$ cat src/rtl/iob_bus_merge.sv
// Two-master native-bus merge onto a single memory port with at most one read in flight.
// Round-robin priority between the instruction (m0) and data (m1) masters.
//
// state  | meaning
// IDLE   | no transfer held; grant computed from current avalid and rr
// LOCK   | granted request stalled by ready=0; grant pinned to owner
// RDWAIT | read accepted; waiting for rvalid to route back to owner
module iob_bus_merge #(
  parameter  int ADDR_W  = 32,
  parameter  int DATA_W  = 32,
  localparam int WSTRB_W = DATA_W / 8,
  localparam int REQ_W   = 1 + ADDR_W + DATA_W + WSTRB_W,
  localparam int RESP_W  = DATA_W + 2
) (
  input  logic              clk,
  input  logic              rst,
  input  logic [REQ_W-1:0]  m0_req,
  output logic [RESP_W-1:0] m0_resp,
  input  logic [REQ_W-1:0]  m1_req,
  output logic [RESP_W-1:0] m1_resp,
  output logic [REQ_W-1:0]  s_req,
  input  logic [RESP_W-1:0] s_resp
);

  typedef enum logic [1:0] {
    IDLE   = 2'd0,
    LOCK   = 2'd1,
    RDWAIT = 2'd2
  } state_t;

  state_t state, state_nxt;
  logic   owner, owner_nxt;
  logic   rr, rr_nxt;

  logic              m0_avalid, m1_avalid;
  logic              s_ready, s_rvalid;
  logic [DATA_W-1:0] s_rdata;

  assign m0_avalid = m0_req[REQ_W-1];
  assign m1_avalid = m1_req[REQ_W-1];
  assign s_ready   = s_resp[0];
  assign s_rvalid  = s_resp[1];
  assign s_rdata   = s_resp[RESP_W-1:2];

  logic             gnt_vld;
  logic             gnt_idx;
  logic [REQ_W-1:0] gnt_req;
  logic             gnt_is_write;
  logic             accept;

  // Grant depends only on registered state and request avalid, never on rvalid.
  always_comb begin
    gnt_vld = 1'b0;
    gnt_idx = owner;
    case (state)
      IDLE: begin
        gnt_vld = m0_avalid | m1_avalid;
        if (m0_avalid && m1_avalid) begin
          gnt_idx = rr;
        end else begin
          gnt_idx = m1_avalid;
        end
      end
      LOCK: begin
        gnt_vld = owner ? m1_avalid : m0_avalid;
      end
      default: begin
        gnt_vld = 1'b0;
      end
    endcase
  end

  assign gnt_req      = gnt_idx ? m1_req : m0_req;
  assign gnt_is_write = |gnt_req[WSTRB_W-1:0];
  assign accept       = gnt_vld & s_ready;
  assign s_req        = gnt_vld ? gnt_req : '0;

  always_comb begin
    state_nxt = state;
    owner_nxt = owner;
    rr_nxt    = rr;
    case (state)
      IDLE, LOCK: begin
        if (accept) begin
          owner_nxt = gnt_idx;
          rr_nxt    = ~gnt_idx;
          state_nxt = gnt_is_write ? IDLE : RDWAIT;
        end else if (gnt_vld) begin
          owner_nxt = gnt_idx;
          state_nxt = LOCK;
        end else begin
          // covers the owner withdrawing avalid while locked
          state_nxt = IDLE;
        end
      end
      RDWAIT: begin
        if (s_rvalid) begin
          state_nxt = IDLE;
        end
      end
      default: begin
        state_nxt = IDLE;
      end
    endcase
  end

  always_ff @(posedge clk) begin
    if (rst) begin
      state <= IDLE;
      owner <= 1'b0;
      rr    <= 1'b0;
    end else begin
      state <= state_nxt;
      owner <= owner_nxt;
      rr    <= rr_nxt;
    end
  end

  logic              in_rdwait;
  logic              m0_ready, m1_ready;
  logic              m0_rvalid, m1_rvalid;
  logic [DATA_W-1:0] m0_rdata, m1_rdata;

  // Read data is routed only to the owner of the outstanding read.
  always_comb begin
    in_rdwait = (state == RDWAIT);
    m0_ready  = gnt_vld & ~gnt_idx & s_ready;
    m1_ready  = gnt_vld &  gnt_idx & s_ready;
    m0_rvalid = in_rdwait & ~owner & s_rvalid;
    m1_rvalid = in_rdwait &  owner & s_rvalid;
    m0_rdata  = (in_rdwait && !owner) ? s_rdata : '0;
    m1_rdata  = (in_rdwait &&  owner) ? s_rdata : '0;
  end

  assign m0_resp = {m0_rdata, m0_rvalid, m0_ready};
  assign m1_resp = {m1_rdata, m1_rvalid, m1_ready};

endmodule

$ cat config.mk
export PLATFORM = sky130hd
export DESIGN_NAME = iob_bus_merge
export DESIGN_NICKNAME = d
export VERILOG_FILES = /design/src/rtl/iob_bus_merge.sv
export SDC_FILE = /design/constraint.sdc
export NUM_CORES = 1
export LEC_CHECK = 0
export ABC_AREA = 1
export ABC_CLOCK_PERIOD_IN_PS = 1600
export BUFFER_PORTS_ARGS = -buffer_cell sky130_fd_sc_hd__buf_2
export CORE_AREA = 4 4 120 122
export DETAILED_ROUTE_END_ITERATION = 12
export DIE_AREA = 0 0 124 126
export PLACE_DENSITY_LB_ADDON = 0.3
export SYNTH_ARGS = -nofsm -noshare
export SYNTH_HDL_FRONTEND = slang
export SYNTH_SLANG_ARGS = --single-unit
export TNS_END_PERCENT = 20
$ cat constraint.sdc
create_clock -name clk -period 1.6 [get_ports clk]
set_input_delay 0.24 -clock clk [delete_from_list [all_inputs] [get_ports clk]]
set_output_delay 0.24 -clock clk [all_outputs]
set_load 0.02 [all_outputs]
# Yosys cells after proc, flatten, opt, wreduce, memory -nomap -nowiden
# Cells that the tools add are included.
# totals
ff_bits	4
latchBits	0
ramBits	0
rom_bits	0
input_bits	174
output_inout_bits	137
wordCells	43
memories	0
# classes
addsub	0
multipliers	0
n_div	0
order_cmp	0
n_eq_ne	3
shifts	0
muxes	15
n_bitwise	12
n_reduce_logical	10
# op_table
op	count
2-to-1 mux 69 bit	2
2-to-1 mux 32 bit	2
bitwise AND 1 bit	9
2-to-1 mux 1 bit	6
2-to-1 mux 2 bit	3
case mux 2 bit (2 select lines)	1
AND reduction 2 bit	2
OR reduction 4 bit	1
logical AND 1 bit	3
== test 2 x 1 -> 1 bit (second input constant)	1
== test 2 bit (second input constant)	1
zero test 2 bit	1
inequality test 2 bit (second input constant)	1
NOT 1 bit	2
case mux 1 bit (2 select lines)	1
nonzero test 2 bit	1
OR reduction 2 bit	1
zero test 1 bit	1
bitwise OR 1 bit	1

# Logic depth before layout (Yosys ltp)
# depth
depth_word	8
ltp_mapped	9

# Worst setup path after synthesis
# No wires, ideal clock.
# synth_timing
path_type	reg-to-output
start	register state[0]
end	output port s_req[18]
arrival_ns	1.271
slack_ns	0.089
path_stages_with_launch	10
path_cell_list	dfxtp_1 nor2_4 inv_2 nand2_2 nand2_4 nor2_4 buf_6 buf_6 nand2_1 nand2_1
# synth_via
elab_chain_cells	4
elab_cells_between_ends	6
classes_between	eq/ne (1); mux (4); reduce/logical (1)
# synth_lines
element	line_no	rtl
start, declared	31	state_t state, state_nxt;
start signal, assigned	113	state <= state_nxt;
zero test 2 bit	55	case (state)
2-to-1 mux 1 bit	55	
2-to-1 mux 69 bit	73	assign gnt_req = gnt_idx ? m1_req : m0_req;
2-to-1 mux 69 bit (*)	76	assign s_req = gnt_vld ? gnt_req : '0;
end, declared	21	output logic [REQ_W-1:0] s_req,
# Every way passes the cells marked *; elsewhere a longest branch is shown, timed or not.

# Final worst setup path
# layout_timing
start	register state[0]
end	output port s_req[64]
# Same word-level chain as after synthesis.

==> impl_summary.txt <==
----------------------------------------------------
[Power]
  Static Leak ... 2.820 nW
  Switching Power ... 0.001067 W
  VDD IR max ... 434.7 µV
  Total power ... between 0.002 and 0.0025 W
  Clock group share of total power ... 0.160
  Cell internal power dissipation ... 0.001351 W
  Combinational Power Share ... 0.793
  Cell Pwr Density ... 521.8 nW/µm²
  Switching power as a share of total power ... 0.4412
  Share of total power in sequential cells ... 0.048

[Yosys]
  Portion of the post-synthesis area used by sequential elements ... 0.04460
  Avg Cell Area, Syn ... 4.788 µm²
  Yosys warning total ... 0
  Number of synthesized register bits ... 4
  Count of different cell masters after synthesis ... 19
  Nets in the synthesized netlist ... 549
  Cell count after synthesis ... roughly 380
  Post-synth design cell area ... 1795 µm²

[GRT]
  Pin count of the biggest net entering global routing ... 34
  Overall fraction of global-route tracks in use ... 0.1408
  Number of antenna violations at the first check in global routing ... 1
  Number of global-route vias before repair ... 3465
  Aggregate global routing overflow ... 0
  Global-route wire length before repair ... 17480 µm

[Die]
  Full die area ... 15620 µm²
  Die outline width ... roughly 120 µm
  Initial cell density of the core ... 0.1361
  Die extent in y ... 126 µm
  Area of the core ... 13190 µm²
  Cell row count ... 42
  Top Ports ... 311

[Cells and area]
  Area of the multi-input gates ... about 1500 µm²
  Fillers ... 1452
  Post-layout instance count excluding filler cells ... 876
  Net count reported at finish ... around 900
  Seq. cell area ... approximately 84 µm²
  Synth-to-layout area growth ... 158.0%
  Post-route standard cell area excluding fillers ... 4633 µm²
  Ratio of cells with drive above 1 in the final layout ... 0.5974

[Timing]
  Crit path setup slack, layout ... -0.2221 ns
  Actual transition at the worst max-transition pin ... ~0.2 ns
  Clock tree skew after final layout ... 0.001485 ns
  F_max ... between 500 and 600 MHz
  Final clock period utilization by the worst path ... 1.139
  Final number of max-transition violations ... 0
  Time the final worst path needs with I/O delays and setup ... 1.822 ns
  Slew HR ... 0.8676
  Final hold violation count ... 0
  Unrepaired setup endpoints after global routing ... yes
  Final setup vio count ... 71

[CTS]
  Clock tree sinks ... 4
  Clock buffers created by TritonCTS ... 3
  Master cell of the clock root buffer ... sky130_fd_sc_hd__clkbuf_16
  CTS tree ... yes
  Clock-pin transition on the worst setup and hold timing paths ... 0.03 ns
  CTS H-Tree Depth ... 1
  Clock latency reported for the late side of the worst-skew pair ... 0.22 ns
  Buffers from clock root to sink, at most ... 2

[Place]
  Post-DP Area ... 3660 µm²
  Cell Count Post-Placement ... 861
  Final Wtd Congestion ... 0.8500
  Number of buffers inserted by port buffering ... slightly above 300
  DP HPWL ... a little under 10000 µm
  DP Worst Slack ... -0.06550 ns

[Worst setup path]
  Count of buffering cells on the critical path with inverters included ... 4
  Critical path launch point type ... flop
  Logic depth of the worst path, buffers included ... 10
  Largest driver fanout on the critical path ... 6
  Worst R2R Path Depth ... 10
  Worst path cell trace ... nor2_4 -> inv_2 -> nand2_4 -> nand2_4 -> nor2_4 -> buf_6 -> clkbuf_16 -> nand2_1 -> nand2_1 -> buf_6
  Worst path top cell family by delay ... simple AND/OR/NAND/NOR gates
  Delay of the slowest critical-path stage ... 0.33 ns
  Data arrival time of the critical path ... 1.58 ns
  Critical path class ... flop to output port
  Critical path capture point type ... output port
  Slowest CP cell ... sky130_fd_sc_hd__dfxtp_2
  Critical Path RT ... 1.36 ns

[Route]
  DRT met1 WL ... 4470 µm
  Post-detailed-route DRC marker count ... 0
  Detail-routed via count per cell ... 4.136
  Total iterations of the first detailed-routing run ... 4
  Wirelength, routed ... 12820 µm
  Met2 layer wire length in the routed design ... between 6000 and 7000 µm
  Highest metal layer with signal wires ... met5
  Number of DRC markers in iteration 0 ... 135
  Antenna Violating Nets Remaining ... 0
  Via count ... ~3600
  Routed len/inst ... 14.64 µm
  Detailed route wirelength on metal3 ... around 1400 µm

[Min path]
  Hold Crit Class ... input pin to flop
  Count of cells along the worst hold path ... 2

[Outcome]
  Violations in the final reports ... negative setup slack
  Result of the run ... finished with violations

[Job]
  Max-cap violations ... 0

----------------------------------------------------
==> cell type report <==
type,count,area share
Antenna cell,2,0.001080
Clock buffer,3,0.01620
Sequential cell,4,0.01809
Multi-Input combinational cell,300,0.3149
Timing Repair Buffer,351,0.5698
Inverter,40,0.03241
Tap cell,176,0.04753
==> Yosys cell counts <==
master                       n  area [µm²]
sky130_fd_sc_hd__a211oi_1    2       15.01
sky130_fd_sc_hd__a21oi_1     5       25.02
sky130_fd_sc_hd__buf_2       6       30.03
sky130_fd_sc_hd__buf_4       5       37.54
sky130_fd_sc_hd__buf_6      13       146.4
sky130_fd_sc_hd__clkbuf_1    7       26.28
sky130_fd_sc_hd__dfxtp_1     4       80.08
sky130_fd_sc_hd__inv_1      37       138.9
sky130_fd_sc_hd__inv_2       3       11.26
sky130_fd_sc_hd__nand2_1   140       525.5
sky130_fd_sc_hd__nand2_2     1       6.260
sky130_fd_sc_hd__nand2_4     2       22.52
sky130_fd_sc_hd__nand3_1    64       320.3
sky130_fd_sc_hd__nand3_2    11       110.1
sky130_fd_sc_hd__nor2_1     70       262.8
sky130_fd_sc_hd__nor2_4      2       22.52
sky130_fd_sc_hd__nor3_1      1       5.000
sky130_fd_sc_hd__o21ai_0     1       5.000
sky130_fd_sc_hd__o21ai_1     1       5.000
==> flip-flops by register name, summed over array words and instances, names as in the netlist <==
| signal | count |
|---|---|
| state | 2 |
| owner | 1 |
| rr | 1 |
==> power groups by stage <==
| stage | combinational (W) | sequential [W] | clock, W |
|---|---|---|---|
| CTS | 0.00185 | 0.000114 | 0.000394 |
| detailed placement | 0.00144 | 0.000114 | 0 |
| finish | 0.00192 | 0.000115 | 0.000387 |
| floorplan | 0.000823 | 0.000114 | 0 |
| global placement | 0.00144 | 0.000114 | 0 |
| global route | 0.00205 | 0.000115 | 0.000402 |
==> layer usage <==
metal	vias to the layer above	GRT usage
met2	209	0.2867
met4	2	0.01546
met5	-	0
met3	10	0.03722
li1	1797	-
met1	1605	0.1435
==> through the flow <==
step	TNS [ns]	hold WS, ns	utilization
floorplan	0	0.3091	-
global placement	-0.4653	0.4370	0.2775
detailed placement	-1.475	0.4396	0.2775
CTS	-14.95	0.1990	0.3268
global route	-23.21	0.2018	0.3509
finish	-12.98	0.2035	0.3513
==> repair_timing <==
action                                  4_1_cts  5_1_grt
endpoints found under the setup margin      136      137
cloned                                        3        2
pin swaps                                    44        6
endpoints found under the hold margin         0        0
hold buffers                                  0        0
gates resized for setup                     156       96
buffers inserted                              3        2
==> placed cells by master, fill, tap and decap left out, drive strengths merged <==
master	Yosys	routed
diode	0	2
inv	40	40
buf	24	349
nand2	143	143
a21oi	5	5
nor3	1	1
o21ai	2	2
dfxtp	4	4
nand3	75	75
nor2	72	72
a211oi	2	2
clkbuf	7	5
==> worst paths after layout <==
kind	start	to	slack, ns
worst max-delay path	state[0]	s_req[64]	-0.22
worst max register to register	state[0]	state[1]	0.06
worst min register to register	rr	rr	0.47
worst min-delay path	s_resp[0]	state[0]	0.20
==> cells by family (layout without fill, tap and decap cells) <==
group | after synthesis | count (layout) | synth area share
and+or+nand+nor | 291 | 291 | 0.7101
buffers and inverters | 71 | 394 | 0.2174
AOI/OAI and AO/OA | 9 | 9 | 0.02786
DFF | 4 | 4 | 0.04460
other | 0 | 2 | 0
(Power assumes the default switching activity.)
